`config.mk`:
```
export PLATFORM = sky130hd
export DESIGN_NAME = delay_write_sched
export DESIGN_NICKNAME = d
export VERILOG_FILES = /design/src/rtl/sched_pkg.sv /design/src/rtl/sched_slot.sv /design/src/rtl/delay_write_sched.sv
export SDC_FILE = /design/constraint.sdc
export NUM_CORES = 1
export LEC_CHECK = 0
export ABC_AREA = 0
export BUFFER_PORTS_ARGS = -buffer_cell sky130_fd_sc_hd__buf_2
export CAP_MARGIN = 20
export CORE_AREA = 2 2 106 108
export CTS_BUF_LIST = sky130_fd_sc_hd__clkbuf_2 sky130_fd_sc_hd__clkbuf_4 sky130_fd_sc_hd__clkbuf_8
export CTS_CLUSTER_SIZE = 10
export DETAILED_ROUTE_END_ITERATION = 10
export DIE_AREA = 0 0 108 110
export MAX_ROUTING_LAYER = met4
export PLACE_DENSITY = 0.71
export SETUP_SLACK_MARGIN = 0.3
export SLEW_MARGIN = 20
export SYNTH_ARGS = -nofsm -noshare
export SYNTH_HDL_FRONTEND = slang
export SYNTH_SLANG_ARGS = --single-unit
```
`constraint.sdc`:
```
create_clock -name clk -period 4.1 [get_ports clk]
set_clock_uncertainty 0.1 [all_clocks]
set_input_delay 0.205 -clock clk [delete_from_list [all_inputs] [get_ports clk]]
set_output_delay 0.205 -clock clk [all_outputs]
set_load 0.02 [all_outputs]
```
`src/rtl/sched_pkg.sv`:
```
// Shared types for the delayed-write scheduler: operation and destination
// encodings plus the per-slot record held by each pending-write slot.
package sched_pkg;

    // Record fields are sized for the widest supported configuration;
    // slots zero-extend into them and read back only their own width.
    localparam int SCHED_MAX_W     = 32;
    localparam int SCHED_MAX_DLY_W = 16;

    typedef enum logic {
        OP_ADD = 1'b0,
        OP_SUB = 1'b1
    } op_e;

    typedef enum logic {
        DEST_X = 1'b0,
        DEST_Y = 1'b1
    } dest_e;

    typedef struct packed {
        logic                       occupied;
        dest_e                      dest;
        logic [SCHED_MAX_W-1:0]     data;
        logic [SCHED_MAX_DLY_W-1:0] counter;
    } slot_rec_t;

endpackage

```
`src/rtl/sched_slot.sv`:
```
// One pending-write slot: loads a precomputed result with a countdown,
// counts down to zero (saturating), flags itself expired, and frees itself
// when the commit arbiter selects it.
module sched_slot
    import sched_pkg::*;
#(
    parameter int W     = 4,
    parameter int DLY_W = 5
) (
    input  logic             clk,
    input  logic             rst_n,
    input  logic             load,
    input  dest_e            load_dest,
    input  logic [W-1:0]     load_data,
    input  logic [DLY_W-1:0] load_delay,
    input  logic             clear,
    output logic             occupied,
    output logic             expired,
    output dest_e            dest,
    output logic [W-1:0]     data
);

    slot_rec_t rec_q;
    slot_rec_t rec_d;
    logic      unused_data_hi;

    // Next slot state: load beats clear (they never target the same slot),
    // otherwise an occupied slot counts down and holds at zero.
    always_comb begin
        rec_d = rec_q;
        if (load) begin
            rec_d.occupied = 1'b1;
            rec_d.dest     = load_dest;
            rec_d.data     = SCHED_MAX_W'(load_data);
            rec_d.counter  = SCHED_MAX_DLY_W'(load_delay);
        end else if (clear) begin
            rec_d.occupied = 1'b0;
            rec_d.counter  = '0;
        end else if (rec_q.occupied && (rec_q.counter != '0)) begin
            rec_d.counter = rec_q.counter - SCHED_MAX_DLY_W'(1);
        end
    end

    // Slot state register; reset frees the slot and clears its counter.
    always_ff @(posedge clk or negedge rst_n) begin
        if (!rst_n) begin
            rec_q <= '0;
        end else begin
            rec_q <= rec_d;
        end
    end

    assign occupied       = rec_q.occupied;
    assign expired        = rec_q.occupied && (rec_q.counter == '0);
    assign dest           = rec_q.dest;
    assign data           = rec_q.data[W-1:0];
    assign unused_data_hi = ^rec_q.data;

endmodule

```
`src/rtl/delay_write_sched.sv`:
```
// Delayed-write scheduler: requests compute their result at accept time,
// wait in a slot for a programmable number of cycles, then commit to x_q or
// y_q. One commit per cycle, lowest expired slot first; new requests go to
// the lowest free slot based on registered occupancy.
module delay_write_sched
    import sched_pkg::*;
#(
    parameter int NSLOTS = 4,
    parameter int W      = 4,
    parameter int DLY_W  = 5
) (
    input  logic             clk,
    input  logic             rst_n,
    input  logic             req_valid,
    output logic             req_ready,
    input  logic             req_dest,
    input  logic             req_op,
    input  logic [W-1:0]     req_a,
    input  logic [W-1:0]     req_b,
    input  logic [DLY_W-1:0] req_delay,
    output logic             commit_valid,
    output logic             commit_dest,
    output logic [W-1:0]     commit_data,
    output logic [W-1:0]     x_q,
    output logic [W-1:0]     y_q,
    output logic             busy
);

    localparam int IDX_W = $clog2(NSLOTS);

    logic [NSLOTS-1:0] occ;
    logic [NSLOTS-1:0] exp_v;
    logic [NSLOTS-1:0] load_v;
    logic [NSLOTS-1:0] clear_v;
    dest_e             slot_dest [NSLOTS];
    logic [W-1:0]      slot_data [NSLOTS];

    logic [IDX_W-1:0]  free_idx;
    logic [IDX_W-1:0]  win_idx;
    logic              has_free;
    logic              has_exp;
    logic              accept;
    dest_e             win_dest;
    logic [W-1:0]      win_data;
    logic [W-1:0]      req_result;

    // Result is modulo 2^W, so plain W-bit add/subtract wraps naturally.
    function automatic logic [W-1:0] calc_result(op_e op, logic [W-1:0] a, logic [W-1:0] b);
        logic [W-1:0] r;
        case (op)
            OP_SUB:  r = a - b;
            default: r = a + b;
        endcase
        return r;
    endfunction

    // Free-slot priority encoder: lowest index whose occupied bit is clear.
    always_comb begin
        free_idx = '0;
        for (int i = NSLOTS - 1; i >= 0; i--) begin
            if (!occ[i]) free_idx = IDX_W'(i);
        end
    end

    // Commit arbiter: lowest-index expired slot wins; losers keep waiting.
    always_comb begin
        win_idx = '0;
        for (int i = NSLOTS - 1; i >= 0; i--) begin
            if (exp_v[i]) win_idx = IDX_W'(i);
        end
    end

    assign has_free   = ~&occ;
    assign has_exp    = |exp_v;
    assign req_ready  = has_free;
    assign busy       = |occ;
    assign accept     = req_valid && has_free;
    assign req_result = calc_result(op_e'(req_op), req_a, req_b);
    assign win_dest   = slot_dest[win_idx];
    assign win_data   = slot_data[win_idx];

    for (genvar g = 0; g < NSLOTS; g++) begin : g_slot
        assign load_v[g]  = accept && (free_idx == IDX_W'(g));
        assign clear_v[g] = has_exp && (win_idx == IDX_W'(g));

        sched_slot #(
            .W     (W),
            .DLY_W (DLY_W)
        ) u_slot (
            .clk        (clk),
            .rst_n      (rst_n),
            .load       (load_v[g]),
            .load_dest  (dest_e'(req_dest)),
            .load_data  (req_result),
            .load_delay (req_delay),
            .clear      (clear_v[g]),
            .occupied   (occ[g]),
            .expired    (exp_v[g]),
            .dest       (slot_dest[g]),
            .data       (slot_data[g])
        );
    end

    // Commit stage: register the winning write and update its destination.
    always_ff @(posedge clk or negedge rst_n) begin
        if (!rst_n) begin
            commit_valid <= 1'b0;
            commit_dest  <= 1'b0;
            commit_data  <= '0;
            x_q          <= '0;
            y_q          <= '0;
        end else begin
            commit_valid <= has_exp;
            if (has_exp) begin
                commit_dest <= win_dest;
                commit_data <= win_data;
                if (win_dest == DEST_Y) begin
                    y_q <= win_data;
                end else begin
                    x_q <= win_data;
                end
            end
        end
    end

endmodule
```
# ---- After elaboration in Yosys (flattened, before gate mapping)
# Cells that the tools add are included.
dict set report totals {
  reg_bits 102
  in_bits 18
  word_cells 112
  out_inout_bits 16
}
dict set report classes {
  n_lt_le_gt_ge 1
  add_sub_neg 6
  n_bitwise 2
  n_eq_ne 6
  reduce_logical 41
  mux 35
}
# operator count
set ops {}
lappend ops {{$mux W16} 12}
lappend ops {{$logic_not A16 Y1} 4}
lappend ops {{$reduce_bool A16 Y1} 4}
lappend ops {{$sub A16 B1 Y16 const B} 4}
lappend ops {{$logic_and A1 B1 Y1} 17}
lappend ops {{$mux W2} 8}
lappend ops {{$mux W4} 3}
lappend ops {{$reduce_bool A3 Y1} 4}
lappend ops {{$mux W1} 10}
lappend ops {{$bmux W4 S2} 1}
lappend ops {{$eq A2 B2 Y1 const B} 4}
lappend ops {{$reduce_bool A2 Y1} 4}
lappend ops {{$reduce_or A4 Y1} 2}
lappend ops {{$add A4 B4 Y4} 1}
lappend ops {{$eq A2 B1 Y1 const B} 2}
lappend ops {{$logic_not A2 Y1} 2}
lappend ops {{$reduce_and A2 Y1} 2}
lappend ops {{$reduce_and A4 Y1} 1}
lappend ops {{$sub A4 B4 Y4} 1}
lappend ops {{$ge A3 B3 Y1 const B} 1}
lappend ops {{$not A2 Y3} 1}
lappend ops {{$bmux W1 S2} 1}
lappend ops {{$logic_not A1 Y1} 1}
lappend ops {{$not A1 Y1} 1}

# ---- Depth between registers and ports, before layout
# Gate-level depths: netlist of run 1.
dict set report depth {
  word_depth 12
  depth_mapped 10
  ltp_nobuf 9
}

# ---- By module
# Synthesis of run 1 repeated with hierarchy kept, for this count alone.
dict set report hier_totals {
  cells_unflattened 596
  hier_area_um2 5921.9
}
# mod cells_each n_inst seq_area_each_um2 area_per_inst_um2
set by_module_without_submodules {}
lappend by_module_without_submodules {{sched_slot at g_slot[0].u_slot ...} 126 3 550.5 1247.4}
lappend by_module_without_submodules {{sched_slot at g_slot[3].u_slot} 123 1 550.5 1204.9}
lappend by_module_without_submodules {delay_write_sched 95 1 350.3 974.7}

# ---- Worst setup path after synthesis of run 1
# No wires, ideal clock.
dict set report synth_path {
  kind {reg2reg}
  startpoint {register g_slot[1].u_slot.rec_q[0] (netlist bit)}
  endpoint {register y_q[0]}
  arrival_ps 2652
  setup_ps 125
  setup_slack_ps 1223
  path_stages_with_launch 9
  n_path_buf 1
  period_less_slack_ps 2877
  required_time_ps 3875
  path_cell_list {dfrtp_1 -> inv_1 -> ha_1 -> or4b_2 -> or4_1 -> buf_2 -> a211o_1 -> o21ai_2 -> mux2_2}
}
dict set report synth_between {
  elab_chain_cells 9
  elab_cells_between_ends 13
  classes_between {mux (8); bitwise (1); reduce/logical (4)}
}
# element line_no
set synth_rtl {}
lappend synth_rtl {{start, declared} sched_slot.sv:23} ;# slot_rec_t rec_q;
lappend synth_rtl {{start signal, assigned} sched_slot.sv:49} ;# rec_q <= rec_d;
lappend synth_rtl {{$logic_not A16 Y1 (*)} sched_slot.sv:54} ;# assign expired = rec_q.occupied && (rec_q.counter == '0);
lappend synth_rtl {{$logic_and A1 B1 Y1 (*)} sched_slot.sv:54}
lappend synth_rtl {{$mux W2 (2 in series)} delay_write_sched.sv:69} ;# if (exp_v[i]) win_idx = IDX_W'(i);
lappend synth_rtl {{$not A2 Y3 (implied by the code)} {delay_write_sched.sv:79, delay_write_sched.sv:80}}
lappend synth_rtl {{$bmux W1 S2} delay_write_sched.sv:79} ;# assign win_dest = slot_dest[win_idx];
lappend synth_rtl {{$mux W1 (implied by the code) (2 in series)} delay_write_sched.sv:79}
lappend synth_rtl {{$reduce_and A2 Y1 (no source line)} n/a}
lappend synth_rtl {{end signal, assigned} delay_write_sched.sv:118} ;# y_q <= win_data;
lappend synth_rtl {{end, declared} delay_write_sched.sv:25} ;# output logic [W-1:0] y_q,
# Mark *: on every way between the ends. The rest lies on a longest branch, timed or not. The select of a mux whose other input is x is not followed.
# A chain may end at the register's enable or synchronous reset.

# ---- Worst setup path in the final report of run 1
dict set report layout_path {
  startpoint {register g_slot[1].u_slot.rec_q[0] (netlist bit)}
  endpoint {register y_q[3]}
}
# The elaborated chain is that of the path after synthesis.

==> metrics.txt, run 1 <==
# TYPE chip_impl_metric gauge
chip_impl_metric{name="yosysUniqueCellTypes",unit=""} 63
chip_impl_metric{name="timing.final.crit_share",unit="%"} 79.8
chip_impl_metric{name="synth_enable_flop_cells",unit=""} 0
chip_impl_metric{name="finalSetupTns",unit="ns"} 0
chip_impl_info{name="cp-startpoint",value="g_slot[1].u_slot.rec_q[0]$_DFFE_PN0P_"} 1
chip_impl_metric{name="met1_length",unit="um"} 5330
chip_impl_metric{name="grt_pass1_vias",unit=""} 4180
chip_impl_metric{name="antenna_found_initial",unit=""} 0
chip_impl_info{name="hold_path.class",value="input port to flip-flop"} 1
chip_impl_metric{name="drive_gt1_share",unit="%"} 15.3
chip_impl_metric{name="max_slew_violation_total_from_the_final_report",unit=""} 0
chip_impl_metric{name="yosys.area.top_type_share",unit="%"} 47.2
chip_impl_metric{name="detail_route.iter0.violations",unit=""} 170
chip_impl_metric{name="sum_of_internal_switching_and_leakage_power",unit="W"} 0.00344
chip_impl_metric{name="clkSlewWorstSetupHoldPaths",unit="ns"} 0.10
chip_impl_metric{name="ys_seq_area_share",unit="%"} 47.2
chip_impl_metric{name="critPathRequiredTime",unit="ns"} 4.27
chip_impl_metric{name="placement.io_buffers",unit=""} 33
chip_impl_metric{name="detail_route.wirelength",unit="um"} 11600
chip_impl_metric{name="maxSlewHeadroom",unit="%"} 39.1
chip_impl_metric{name="post_synth.cell_area_avg",unit="um2"} 9.66
chip_impl_metric{name="wl_met2",unit="um"} 5600
chip_impl_metric{name="ys.warnings.count",unit=""} 0
chip_impl_info{name="worst_setup_path_start_kind",value="flip-flop"} 1
chip_impl_metric{name="clkLatencyLatePin",unit="ns"} 0.38
chip_impl_metric{name="synth_fp_nets",unit=""} 591
chip_impl_metric{name="place_congestion",unit=""} 0.849
chip_impl_metric{name="clock_tree.buffer_depth",unit=""} 2
chip_impl_metric{name="met3RoutedLength",unit="um"} 346
chip_impl_metric{name="worst-endpoint-arrival",unit="ns"} 3.44
chip_impl_info{name="r2r_start",value="g_slot[1].u_slot.rec_q[0]$_DFFE_PN0P_"} 1
chip_impl_info{name="ys.flop_type",value="sky130_fd_sc_hd__dfrtp_1"} 1
chip_impl_metric{name="detail_route.first_pass.iterations",unit=""} 4
chip_impl_info{name="synth.largest_area_cell",value="sky130_fd_sc_hd__dfrtp_1"} 1
chip_impl_metric{name="maxCapViolCount",unit=""} 0
chip_impl_metric{name="floorplan_die_area",unit="mm2"} 0.0119
chip_impl_metric{name="power_per_cell_area",unit="mW/mm2"} 577
chip_impl_metric{name="dpl.cell_count",unit=""} 717
chip_impl_metric{name="die_height",unit="um"} 110
chip_impl_info{name="run_status",value="finished, final reports clean"} 1
chip_impl_metric{name="drtAntennaViolNets",unit=""} 0
chip_impl_info{name="crit_type",value="flip-flop to flip-flop"} 1
chip_impl_metric{name="fp.dieW",unit="um"} 108
chip_impl_metric{name="r2r_slack",unit="ns"} 0.83
chip_impl_metric{name="flow.area_growth_from_synthesis",unit="%"} 10.2
chip_impl_metric{name="drc",unit=""} 0
chip_impl_metric{name="grt_pass1_wl",unit="um"} 19700
chip_impl_metric{name="core",unit="mm2"} 0.0107
chip_impl_metric{name="cell_count_after_synthesis",unit=""} 560
chip_impl_metric{name="leakage",unit="nW"} 2.61
chip_impl_metric{name="grt_usage",unit="%"} 21.9
chip_impl_metric{name="finish.utilization",unit="%"} 55.8
chip_impl_info{name="synth_area_leaders",value="sky130_fd_sc_hd__dfrtp_1, sky130_fd_sc_hd__nor2_1, sky130_fd_sc_hd__xor2_1, sky130_fd_sc_hd__nand2_1, sky130_fd_sc_hd__o21ai_0"} 1
chip_impl_metric{name="postSynthRegisterBits",unit=""} 102
chip_impl_metric{name="vias",unit=""} 4180
chip_impl_info{name="top_layer_used",value="met4"} 1
chip_impl_info{name="clk_root_buffer_cell",value="sky130_fd_sc_hd__clkbuf_8"} 1
chip_impl_info{name="crit_path_end_kind",value="flip-flop"} 1
chip_impl_metric{name="final_nets",unit=""} 621
chip_impl_metric{name="cts_max_level",unit=""} 3
chip_impl_metric{name="cts_inserted_buffers",unit=""} 9
chip_impl_metric{name="vdd_ir_drop_max",unit="V"} 0.000351
chip_impl_metric{name="final-instance-count-excl-fill",unit=""} 735
chip_impl_metric{name="max_freq",unit="MHz"} 306
chip_impl_metric{name="clock_sink_count",unit=""} 102
chip_impl_metric{name="viasPerCell",unit=""} 5.69
chip_impl_metric{name="setup_viol",unit=""} 0
chip_impl_metric{name="io_pins",unit=""} 34
chip_impl_metric{name="core.rowCount",unit=""} 38
chip_impl_metric{name="async_flop_share",unit="%"} 100
chip_impl_metric{name="globalRoute.totalOverflow",unit=""} 0
chip_impl_metric{name="hpwl",unit="um"} 8310
chip_impl_info{name="unrepaired_setup_endpoints_after_global_routing",value="no"} 1
chip_impl_metric{name="mappedNetlistArea",unit="mm2"} 0.00541
chip_impl_metric{name="worst-path-max-fanout",unit=""} 14
chip_impl_metric{name="postCtsResizedCells",unit=""} 0
chip_impl_metric{name="finalHoldViolations",unit=""} 0
chip_impl_metric{name="post-route-min-period",unit="ns"} 3.27
chip_impl_metric{name="antenna-diode-count",unit=""} 0
chip_impl_info{name="cts_tree",value="done"} 1
chip_impl_metric{name="grt_max_degree",unit=""} 65
chip_impl_metric{name="worstMarginPinSlew",unit="ns"} 0.906
chip_impl_metric{name="timing.hold.ws",unit="ns"} 0.0292
chip_impl_info{name="hold_start",value="req_delay[4]"} 1
chip_impl_metric{name="detail_route.wl_per_cell",unit="um"} 15.7
chip_impl_metric{name="initial_utilization",unit="%"} 50.6
[power breakdown]
group	internal, W	switching [W]	total, W
Sequential	0.00131	0.000285	0.00159
Clock	0.000421	0.000349	0.000770
Combinational	0.000486	0.000594	0.00108
[worst paths after layout]
kind	to	cells after the start
worst max-delay path	y_q[3]$_DFFE_PN0P_	7
worst min-delay path	g_slot[0].u_slot.rec_q[4]$_DFFE_PN0P_	3
worst max register to register	y_q[3]$_DFFE_PN0P_	7
worst min register to register	g_slot[0].u_slot.rec_q[15]$_DFFE_PN0P_	1
max in group asynchronous	g_slot[0].u_slot.occupied$_DFFE_PN0P_	3
min in group asynchronous	g_slot[3].u_slot.rec_q[10]$_DFFE_PN0P_	2
[worst max-delay path, cell delays in order (launching register included)]
cell,delay [ns]
sky130_fd_sc_hd__dfrtp_1,0.40
sky130_fd_sc_hd__inv_1,0.12
sky130_fd_sc_hd__ha_1,0.15
sky130_fd_sc_hd__or4b_2,0.62
sky130_fd_sc_hd__or4_1,0.77
sky130_fd_sc_hd__a211o_1,0.40
sky130_fd_sc_hd__o21ai_2,0.23
sky130_fd_sc_hd__mux2_2,0.36
[kinds of logic after synthesis]
logic type | share of synthesized area [%]
AO/OA/AOI/OAI | 12.1
XOR/XNOR | 8.09
adder cells (fa/ha/maj) | 3.15
buffers and inverters | 3.52
flip-flops | 47.2
multiplexers | 3.68
AND/OR/NAND/NOR | 22.3
[Yosys cell counts (9+ instances only)]
cell,count
sky130_fd_sc_hd__xor2_1,30
sky130_fd_sc_hd__a21oi_1,13
sky130_fd_sc_hd__clkbuf_1,15
sky130_fd_sc_hd__o21ai_0,41
sky130_fd_sc_hd__nand2_1,55
sky130_fd_sc_hd__nor3_1,16
sky130_fd_sc_hd__dfrtp_1,102
sky130_fd_sc_hd__ha_1,12
sky130_fd_sc_hd__nand3b_1,9
sky130_fd_sc_hd__xnor2_1,20
sky130_fd_sc_hd__nor2_1,73
sky130_fd_sc_hd__nand3_1,12
sky130_fd_sc_hd__mux2_2,14
sky130_fd_sc_hd__inv_1,22
[sequential cells by signal, summed over array words and instances (netlist names)]
signal	flops
x_q	4
g_slot.u_slot.data	16
commit_data	4
g_slot.u_slot.occupied	4
commit_dest	1
commit_valid	1
g_slot.u_slot.dest	4
g_slot.u_slot.rec_q	64
y_q	4
[timing repair]
action,4_1_cts,5_1_grt
hold buffers,2,0
hold endpoints to repair,65,0
setup endpoints to repair,0,0
setup buffers,0,0
[per-stage QoR]
stage | area, um2 | worst slack (ns)
finish | 5960 | 0.828
CTS | 5960 | 0.842
detailed placement | 5700 | 0.856
global placement | 5700 | 0.919
global route | 5960 | 0.702
floorplan | 5410 | 1.22
[area by class of cell]
| class | count | area, um2 |
|---|---|---|
| fill | 944 | 4730 |
| sequential | 102 | 2550 |
| timing repair buffer | 42 | 240 |
| inverter | 22 | 82.6 |
| multi-input combinational | 413 | 2670 |
| tap | 140 | 175 |
| clock inverter | 6 | 109 |
| clock buffer | 10 | 138 |
[per-layer routing]
| layer | vias up | track usage (%) |
|---|---|---|
| met4 | 0 | 8.61 |
| met1 | 2068 | 27.4 |
| met3 | 19 | 3.41 |
| met2 | 78 | 36.3 |
| li1 | 2015 | - |
| met5 | - | - |
[placed cells by master (no fill, tap or decap), drive strengths merged, types with 12 or more instances in the layout]
cell type  count
a21oi         13
inv           22
nand2         55
xor2          30
xnor2         20
o21ai         42
nor3          16
dfrtp        102
mux2          15
ha            12
buf           40
nor2          76
nand3         12
(Power assumes the default switching activity.)
==> run 2: changes to the inputs <==
--- a/config.mk
+++ b/config.mk
@@ -5,16 +5,16 @@
 export SDC_FILE = /design/constraint.sdc
 export NUM_CORES = 1
 export LEC_CHECK = 0
-export ABC_AREA = 0
+export ABC_AREA = 1
 export BUFFER_PORTS_ARGS = -buffer_cell sky130_fd_sc_hd__buf_2
 export CAP_MARGIN = 20
-export CORE_AREA = 2 2 106 108
+export CORE_AREA = 2 2 112 114
 export CTS_BUF_LIST = sky130_fd_sc_hd__clkbuf_2 sky130_fd_sc_hd__clkbuf_4 sky130_fd_sc_hd__clkbuf_8
 export CTS_CLUSTER_SIZE = 10
 export DETAILED_ROUTE_END_ITERATION = 10
-export DIE_AREA = 0 0 108 110
+export DIE_AREA = 0 0 114 116
 export MAX_ROUTING_LAYER = met4
-export PLACE_DENSITY = 0.71
+export PLACE_DENSITY = 0.74
 export SETUP_SLACK_MARGIN = 0.3
 export SLEW_MARGIN = 20
 export SYNTH_ARGS = -nofsm -noshare
==> constraint.sdc (replaced) <==
create_clock -name clk -period 2.8 [get_ports clk]
set_clock_uncertainty 0.1 [all_clocks]
set_input_delay 0.14 -clock clk [delete_from_list [all_inputs] [get_ports clk]]
set_output_delay 0.14 -clock clk [all_outputs]
set_load 0.02 [all_outputs]
==> run 2 against run 1 <==
Setup slack worse by 0.28 ns. Count of clock-buffer cells in the layout grew 3. Die area grew 11%. Sequential cell count stayed put. Sequential share of layout area is 4.7 points lower. Area after synthesis rose by 14%. Global-route usage grew 1.2 points. First-iteration DRC count up 110%. Combinational power increased to 3.0 times the previous value. Power is 100% higher. Critical endpoint is now x_q[0]$_DFFE_PN0P_. Largest cell class unchanged. Highest routed layer unchanged.
==> metrics.txt, run 2 <==
# TYPE chip_impl_metric gauge
chip_impl_metric{name="finalHoldViolations",unit=""} 0
chip_impl_metric{name="max_freq",unit="MHz"} 445
chip_impl_metric{name="mappedNetlistArea",unit="mm2"} 0.00615
chip_impl_metric{name="critPathRequiredTime",unit="ns"} 2.98
chip_impl_metric{name="cts_max_level",unit=""} 3
chip_impl_info{name="count_leader_synth",value="sky130_fd_sc_hd__nand2_1"} 1
chip_impl_metric{name="hpwl",unit="um"} 10100
chip_impl_metric{name="placement.io_buffers",unit=""} 33
chip_impl_metric{name="detail_route.first_pass.iterations",unit=""} 5
chip_impl_metric{name="grt_usage",unit="%"} 23.1
chip_impl_info{name="clk_root_buffer_cell",value="sky130_fd_sc_hd__clkbuf_8"} 1
chip_impl_metric{name="power.share.switching",unit="%"} 45.4
chip_impl_metric{name="io_pins",unit=""} 34
chip_impl_metric{name="antenna_found_initial",unit=""} 0
chip_impl_metric{name="grt_max_degree",unit=""} 66
chip_impl_info{name="mostFrequentLayoutCells",value="sky130_fd_sc_hd__nand2_1, sky130_fd_sc_hd__dfrtp_1, sky130_fd_sc_hd__inv_1"} 1
chip_impl_info{name="synth_top_cells_by_count",value="sky130_fd_sc_hd__nand2_1, sky130_fd_sc_hd__dfrtp_1, sky130_fd_sc_hd__inv_1"} 1
chip_impl_metric{name="setup_viol",unit=""} 0
chip_impl_metric{name="yosysUniqueCellTypes",unit=""} 43
chip_impl_metric{name="worst-endpoint-arrival",unit="ns"} 2.43
chip_impl_metric{name="detail_route.wirelength",unit="um"} 13600
chip_impl_metric{name="vdd_ir_drop_max",unit="V"} 0.000587
chip_impl_metric{name="detail_route.wl_per_cell",unit="um"} 14.3
chip_impl_metric{name="drive_gt1_share",unit="%"} 15.3
chip_impl_metric{name="clock_power_share",unit="%"} 15.2
chip_impl_metric{name="drtAntennaViolNets",unit=""} 0
chip_impl_metric{name="clock_sink_count",unit=""} 102
chip_impl_metric{name="die_height",unit="um"} 116
chip_impl_metric{name="max_stage_delay",unit="ns"} 0.38
chip_impl_metric{name="cts_hold_repair.buffers",unit=""} 2
chip_impl_metric{name="postCtsResizedCells",unit=""} 0
chip_impl_info{name="synth.largest_area_cell",value="sky130_fd_sc_hd__dfrtp_1"} 1
chip_impl_info{name="leading_cell_type_in_the_layout_fill_and_taps_excluded",value="sky130_fd_sc_hd__nand2_1"} 1
chip_impl_metric{name="antenna-diode-count",unit=""} 0
chip_impl_metric{name="drc",unit=""} 0
chip_impl_metric{name="post-route-min-period",unit="ns"} 2.25
chip_impl_metric{name="pwr-share-comb",unit="%"} 47.5
chip_impl_metric{name="grt_pass1_vias",unit=""} 5112
chip_impl_info{name="crit_type",value="flip-flop to flip-flop"} 1
chip_impl_metric{name="viasPerCell",unit=""} 5.42
chip_impl_info{name="run_status",value="finished, final reports clean"} 1
chip_impl_info{name="largest_register",value="g_slot.u_slot.rec_q"} 1
chip_impl_info{name="synth_area_leaders",value="sky130_fd_sc_hd__dfrtp_1, sky130_fd_sc_hd__nand2_1, sky130_fd_sc_hd__inv_1, sky130_fd_sc_hd__nor2_1, sky130_fd_sc_hd__xor2_1"} 1
chip_impl_metric{name="cts_setup_buffers",unit=""} 0
chip_impl_metric{name="globalRoute.totalOverflow",unit=""} 0
chip_impl_info{name="hold_path.class",value="input port to flip-flop"} 1
chip_impl_metric{name="maxSlewHeadroom",unit="%"} 54.5
chip_impl_info{name="unrepaired_setup_endpoints_after_global_routing",value="no"} 1
chip_impl_metric{name="core",unit="mm2"} 0.0119
chip_impl_metric{name="place_ws",unit="ns"} 0.564
chip_impl_metric{name="core.rowCount",unit=""} 40
chip_impl_metric{name="clkLatencyLatePin",unit="ns"} 0.39
chip_impl_metric{name="fp.dieW",unit="um"} 114
chip_impl_metric{name="cell_count_after_synthesis",unit=""} 760
chip_impl_info{name="crit_path_end_kind",value="flip-flop"} 1
chip_impl_info{name="worst_setup_path_start_kind",value="flip-flop"} 1
chip_impl_metric{name="worstMarginPinSlew",unit="ns"} 0.681
chip_impl_metric{name="floorplan_die_area",unit="mm2"} 0.0132
chip_impl_info{name="critical_path_s_slowest_cell",value="sky130_fd_sc_hd__dfrtp_1"} 1
chip_impl_metric{name="worst-path-max-fanout",unit=""} 13
chip_impl_info{name="crit_chain",value="inv_1, ha_1, nand2_1, nor3_4, nand3_4, o21ai_4, inv_4, nand2_1, nand2_1, nor2_1, nor2_2, nand3_1, nand2_1"} 1
chip_impl_metric{name="final-instance-count-excl-fill",unit=""} 949
chip_impl_metric{name="vias",unit=""} 5142
chip_impl_metric{name="final_nets",unit=""} 828
chip_impl_metric{name="grt_pass1_wl",unit="um"} 23700
chip_impl_metric{name="sum_of_internal_switching_and_leakage_power",unit="W"} 0.00693
chip_impl_metric{name="seq_power_share",unit="%"} 37.3
chip_impl_metric{name="timing.hold.ws",unit="ns"} 0.0340
chip_impl_metric{name="largest_register_ff_count",unit=""} 64
chip_impl_metric{name="dpl.cell_count",unit=""} 931
chip_impl_metric{name="synth_fp_nets",unit=""} 791
chip_impl_metric{name="timing.final.crit_share",unit="%"} 80.3
chip_impl_metric{name="synth_enable_flop_cells",unit=""} 0
chip_impl_metric{name="maxCapViolCount",unit=""} 0
chip_impl_metric{name="max_slew_violation_total_from_the_final_report",unit=""} 0
chip_impl_metric{name="leakage",unit="nW"} 3.22
chip_impl_metric{name="async_flop_share",unit="%"} 100
chip_impl_metric{name="power.net_switching",unit="W"} 0.00314
chip_impl_metric{name="ys_seq_area_share",unit="%"} 41.5
chip_impl_metric{name="flow.area_growth_from_synthesis",unit="%"} 9.06
chip_impl_metric{name="cts_inserted_buffers",unit=""} 9
chip_impl_metric{name="ys.warnings.count",unit=""} 0
chip_impl_metric{name="finalSetupTns",unit="ns"} 0
chip_impl_info{name="critical_path.most_common_cell",value="sky130_fd_sc_hd__nand2_1"} 1
chip_impl_metric{name="clock_tree.buffer_depth",unit=""} 2
chip_impl_metric{name="yosys.area.top_type_share",unit="%"} 41.5
chip_impl_metric{name="p_int",unit="W"} 0.00378
chip_impl_metric{name="clkSlewWorstSetupHoldPaths",unit="ns"} 0.09
chip_impl_metric{name="post-route-worst-setup-slack",unit="ns"} 0.552
chip_impl_metric{name="post_synth.cell_area_avg",unit="um2"} 8.09
chip_impl_metric{name="detail_route.iter0.violations",unit=""} 351
chip_impl_metric{name="initial_utilization",unit="%"} 51.6
chip_impl_metric{name="fillers",unit=""} 1074
chip_impl_info{name="ys.flop_type",value="sky130_fd_sc_hd__dfrtp_1"} 1
chip_impl_metric{name="place_congestion",unit=""} 0.904
chip_impl_metric{name="power_per_cell_area",unit="mW/mm2"} 1030
chip_impl_info{name="cts_tree",value="done"} 1
chip_impl_metric{name="postSynthRegisterBits",unit=""} 102
run 2: worst max-delay path: cells and delay by family, from the launching register on:
kind                       cells  cell delay (ns)
AOI/OAI and AO/OA              1             0.13
and+or+nand+nor                9             1.10
buffers and inverters          2             0.25
DFF                            1             0.38
adders and majority gates      1             0.19
run 2: path summary, 6_finish.rpt:
kind                                                       start                                     end  slack (ns)  cells after the start
setup / recovery           g_slot[0].u_slot.rec_q[0]$_DFFE_PN0P_                      x_q[0]$_DFFE_PN0P_        0.55                     13
hold / removal                                      req_delay[3]   g_slot[0].u_slot.rec_q[3]$_DFFE_PN0P_        0.03                      3
setup reg to reg           g_slot[0].u_slot.rec_q[0]$_DFFE_PN0P_                      x_q[0]$_DFFE_PN0P_        0.55                     13
hold reg to reg                               y_q[0]$_DFFE_PN0P_                      y_q[0]$_DFFE_PN0P_        0.39                      2
max in group asynchronous                                  rst_n  g_slot[3].u_slot.rec_q[13]$_DFFE_PN0P_        1.73                      3
min in group asynchronous                                  rst_n   g_slot[0].u_slot.rec_q[7]$_DFFE_PN0P_        0.17                      2
run 2: power by group through the flow:
stage | logic, W | clock network [W] | registers [W]
after floorplan | 0.00254 | 0 | 0.00257
after global placement | 0.00316 | 0 | 0.00258
after detailed placement | 0.00327 | 0 | 0.00260
after CTS | 0.00328 | 0.00108 | 0.00258
after global routing | 0.00374 | 0.00114 | 0.00266
final | 0.00329 | 0.00105 | 0.00258
run 2: routing by layer:
layer / track usage [%] / part of all wire, %
met2: 36.5 / 48
met1: 29.9 / 46
met3: 4.97 / 4.3
met4: 7.72 / 1.7
met5: - / 0
run 2: layout make-up:
type                            count  area, um2  share of cell area, %
Multi-Input combinational cell    537       3100                   46.2
Sequential cell                   102       2550                   38.1
Inverter                          108        414                   6.18
Timing Repair Buffer               39        230                   3.43
Tap cell                          147        184                   2.74
Clock buffer                       13        160                   2.39
Clock inverter                      3       67.6                   1.01
run 2: kinds of logic after synthesis:
logic type      Yosys count  share of synthesized area [%]
xor+xnor                 44                           6.27
buf+inv                 121                           8.12
simple gates            375                           31.1
compound gates          105                           10.2
flops                   102                           41.5
fa+ha+maj                13                           2.77
run 2: metrics by stage:
| stage | utilization [%] | instance area [um2] |
|---|---|---|
| after floorplan | - | 6150 |
| after global placement | 54.2 | 6460 |
| after detailed placement | 54.2 | 6460 |
| after CTS | 56.3 | 6700 |
| after global routing | 56.3 | 6700 |
| final | 56.3 | 6700 |
==> run 3: changes to the inputs <==
==> constraint.sdc (replaced) <==
create_clock -name clk -period 1.8 [get_ports clk]
set_clock_uncertainty 0.1 [all_clocks]
set_input_delay 0.09 -clock clk [delete_from_list [all_inputs] [get_ports clk]]
set_output_delay 0.09 -clock clk [all_outputs]
set_load 0.02 [all_outputs]
==> run 3 against run 2 <==
The flow now finishes with violations (negative setup slack). Global-route usage grew 7.3 points. Via count grew 35%. Cell area grew 42%. Sequential cell count is the same. Critical path depth grew 2. Power grew 130%. Highest routed layer unchanged. Clock power grew 34%. First-iteration DRC count grew 99%. Largest power group unchanged.
==> metrics.txt, run 3 (synthesized netlist as in run 2, its figures left out) <==
# TYPE chip_impl_metric gauge
chip_impl_info{name="run_status",value="finished with violations"} 1
chip_impl_info{name="failed_checks",value="negative setup slack"} 1
chip_impl_info{name="hold_path.class",value="input port to flip-flop"} 1
chip_impl_metric{name="max_freq",unit="MHz"} 432
chip_impl_metric{name="fp.dieW",unit="um"} 114
chip_impl_metric{name="drc",unit=""} 0
chip_impl_metric{name="area_of_placed_instances",unit="mm2"} 0.00766
chip_impl_metric{name="setup_viol",unit=""} 81
chip_impl_info{name="crit_path_end_kind",value="flip-flop"} 1
chip_impl_metric{name="die_height",unit="um"} 116
chip_impl_metric{name="hpwl",unit="um"} 12100
chip_impl_info{name="crit_type",value="flip-flop to flip-flop"} 1
chip_impl_metric{name="grt_pass1_wl",unit="um"} 31000
chip_impl_metric{name="placement.io_buffers",unit=""} 33
chip_impl_metric{name="largest_register_ff_count",unit=""} 64
chip_impl_metric{name="finish.utilization",unit="%"} 79.9
chip_impl_metric{name="grt_usage",unit="%"} 30.4
chip_impl_info{name="critical_path_s_slowest_cell",value="sky130_fd_sc_hd__dfrtp_1"} 1
chip_impl_metric{name="timing.final.crit_share",unit="%"} 129
chip_impl_metric{name="clock_tree.buffer_depth",unit=""} 2
chip_impl_metric{name="detail_route.first_pass.iterations",unit=""} 8
chip_impl_info{name="largest_register",value="g_slot.u_slot.rec_q"} 1
chip_impl_metric{name="antenna_found_initial",unit=""} 0
chip_impl_metric{name="place_congestion",unit=""} 0.919
chip_impl_metric{name="clock_sink_count",unit=""} 102
chip_impl_metric{name="max_stage_delay",unit="ns"} 0.43
chip_impl_metric{name="flow.area_growth_from_synthesis",unit="%"} 54.8
chip_impl_metric{name="io_pins",unit=""} 34
chip_impl_metric{name="finalHoldViolations",unit=""} 0
chip_impl_metric{name="max_slew_violation_total_from_the_final_report",unit=""} 0
chip_impl_metric{name="vdd_ir_drop_max",unit="V"} 0.00130
chip_impl_metric{name="critPathRequiredTime",unit="ns"} 1.99
chip_impl_metric{name="worst-path-max-fanout",unit=""} 10
chip_impl_metric{name="stdcell_area",unit="mm2"} 0.00952
chip_impl_metric{name="detail_route.iter0.violations",unit=""} 699
chip_impl_metric{name="grt_max_degree",unit=""} 39
chip_impl_metric{name="post-route-worst-setup-slack",unit="ns"} -0.515
chip_impl_metric{name="clkSlewWorstSetupHoldPaths",unit="ns"} 0.10
chip_impl_metric{name="cts_max_level",unit=""} 3
chip_impl_info{name="worst_setup_path_start_kind",value="flip-flop"} 1
chip_impl_info{name="clk_root_buffer_cell",value="sky130_fd_sc_hd__clkbuf_8"} 1
chip_impl_metric{name="post-route-min-period",unit="ns"} 2.31
chip_impl_metric{name="detail_route.wirelength",unit="um"} 23700
chip_impl_metric{name="initial_utilization",unit="%"} 51.6
chip_impl_info{name="unrepaired_setup_endpoints_after_global_routing",value="yes"} 1
chip_impl_metric{name="place_ws",unit="ns"} -0.199
chip_impl_info{name="crit_chain",value="inv_2, ha_4, inv_2, nor2_2, nand2_2, nor2_4, nand3_2, buf_6, buf_4, buf_4, nand4_1, buf_12, nand3_1, nand2_1, nand2_1"} 1
chip_impl_metric{name="worst-endpoint-arrival",unit="ns"} 2.51
chip_impl_metric{name="globalRoute.totalOverflow",unit=""} 0
chip_impl_metric{name="viasPerCell",unit=""} 5.98
chip_impl_metric{name="maxCapViolCount",unit=""} 0
chip_impl_metric{name="clkLatencyLatePin",unit="ns"} 0.41
chip_impl_metric{name="power_per_cell_area",unit="mW/mm2"} 1670
chip_impl_metric{name="drive_gt1_share",unit="%"} 49.6
chip_impl_metric{name="cts_inserted_buffers",unit=""} 9
chip_impl_info{name="leading_cell_type_in_the_layout_fill_and_taps_excluded",value="sky130_fd_sc_hd__buf_4"} 1
chip_impl_metric{name="worstMarginPinSlew",unit="ns"} 0.550
chip_impl_info{name="mostFrequentLayoutCells",value="sky130_fd_sc_hd__buf_4, sky130_fd_sc_hd__nand2_1, sky130_fd_sc_hd__dfrtp_1"} 1
chip_impl_metric{name="final_nets",unit=""} 1038
chip_impl_metric{name="antenna-diode-count",unit=""} 0
chip_impl_metric{name="floorplan_die_area",unit="mm2"} 0.0132
chip_impl_metric{name="core.rowCount",unit=""} 40
chip_impl_metric{name="grt_pass1_vias",unit=""} 6562
chip_impl_metric{name="core",unit="mm2"} 0.0119
chip_impl_info{name="cts_tree",value="done"} 1
chip_impl_metric{name="leakage",unit="nW"} 4.48
chip_impl_metric{name="vias",unit=""} 6931
chip_impl_metric{name="detail_route.wl_per_cell",unit="um"} 20.4
chip_impl_metric{name="maxSlewHeadroom",unit="%"} 63.3
chip_impl_metric{name="drtAntennaViolNets",unit=""} 0
[run 3: cell types whose count changed in the layout (fill, tap and decap cells not counted), moves of 22 or more]
cell / delta
sky130_fd_sc_hd__o21ai_1: +22
sky130_fd_sc_hd__o21ai_0: -31
sky130_fd_sc_hd__nor2_4: +22
sky130_fd_sc_hd__nand2_1: -35
sky130_fd_sc_hd__inv_1: -22
sky130_fd_sc_hd__buf_6: +39
sky130_fd_sc_hd__nor2_1: -33
sky130_fd_sc_hd__buf_4: +160
[run 3: final timing paths]
path,start,depth (start not counted),slack [ns],endpoint
max in group asynchronous,rst_n,3,0.80,g_slot[1].u_slot.occupied$_DFFE_PN0P_
min in group asynchronous,rst_n,2,0.10,g_slot[0].u_slot.rec_q[9]$_DFFE_PN0P_
worst max register to register,g_slot[3].u_slot.rec_q[0]$_DFFE_PN0P_,15,-0.51,x_q[2]$_DFFE_PN0P_
worst min-delay path,req_delay[2],3,0.01,g_slot[0].u_slot.rec_q[2]$_DFFE_PN0P_
worst min register to register,y_q[3]$_DFFE_PN0P_,2,0.40,y_q[3]$_DFFE_PN0P_
worst max-delay path,g_slot[3].u_slot.rec_q[0]$_DFFE_PN0P_,15,-0.51,x_q[2]$_DFFE_PN0P_
[run 3: metrics by stage]
stage	total power, W	cells	hold WS, ns	TNS (ns)
2_1_floorplan	0.00821	760	-0.306	-0.349
3_3_place_gp	0.0108	1071	-0.00241	-2.59
3_5_place_dp	0.0111	1071	0.00831	-6.03
4_1_cts	0.0135	1133	0.00196	-7.29
5_1_grt	0.0166	1159	0.0418	-27.14
6_report	0.0159	1159	0.0137	-23.46
[run 3: area by class of cell]
cell class | count | area, um2
clock inverters | 5 | 36.3
multi-input cells | 539 | 4110
fillers | 649 | 2390
repair buffers | 245 | 2010
well taps | 147 | 184
repair inverters | 2 | 12.5
clock buffers | 11 | 139
flip-flops and latches | 102 | 2560
inverters | 108 | 473
[run 3: power by group]
group	internal, W	switching [W]
Clock	0.000538	0.000873
Combinational	0.00458	0.00590
Sequential	0.00322	0.000784
[run 3: worst max-delay path, delay by kind of cell (launching register included)]
| family | cells | cell delay, ns |
|---|---|---|
| buffers and inverters | 6 | 0.68 |
| adder cells (fa/ha/maj) | 1 | 0.14 |
| flip-flops | 1 | 0.43 |
| AND/OR/NAND/NOR | 8 | 0.84 |
[run 3: what timing repair did]
item,in CTS,in global routing
pin swaps,28,59
hold buffers,3,0
resized for setup,90,197
hold endpoints to repair,73,0
buffers inserted,37,26
gates cloned,6,0
endpoints found under the setup margin,99,103
[run 3: layer usage]
metal | global-route usage (%) | share of wire [%]
met1 | 35.0 | 35
met2 | 52.2 | 50
met3 | 6.33 | 6.9
met4 | 12.1 | 7.5
met5 | - | 0
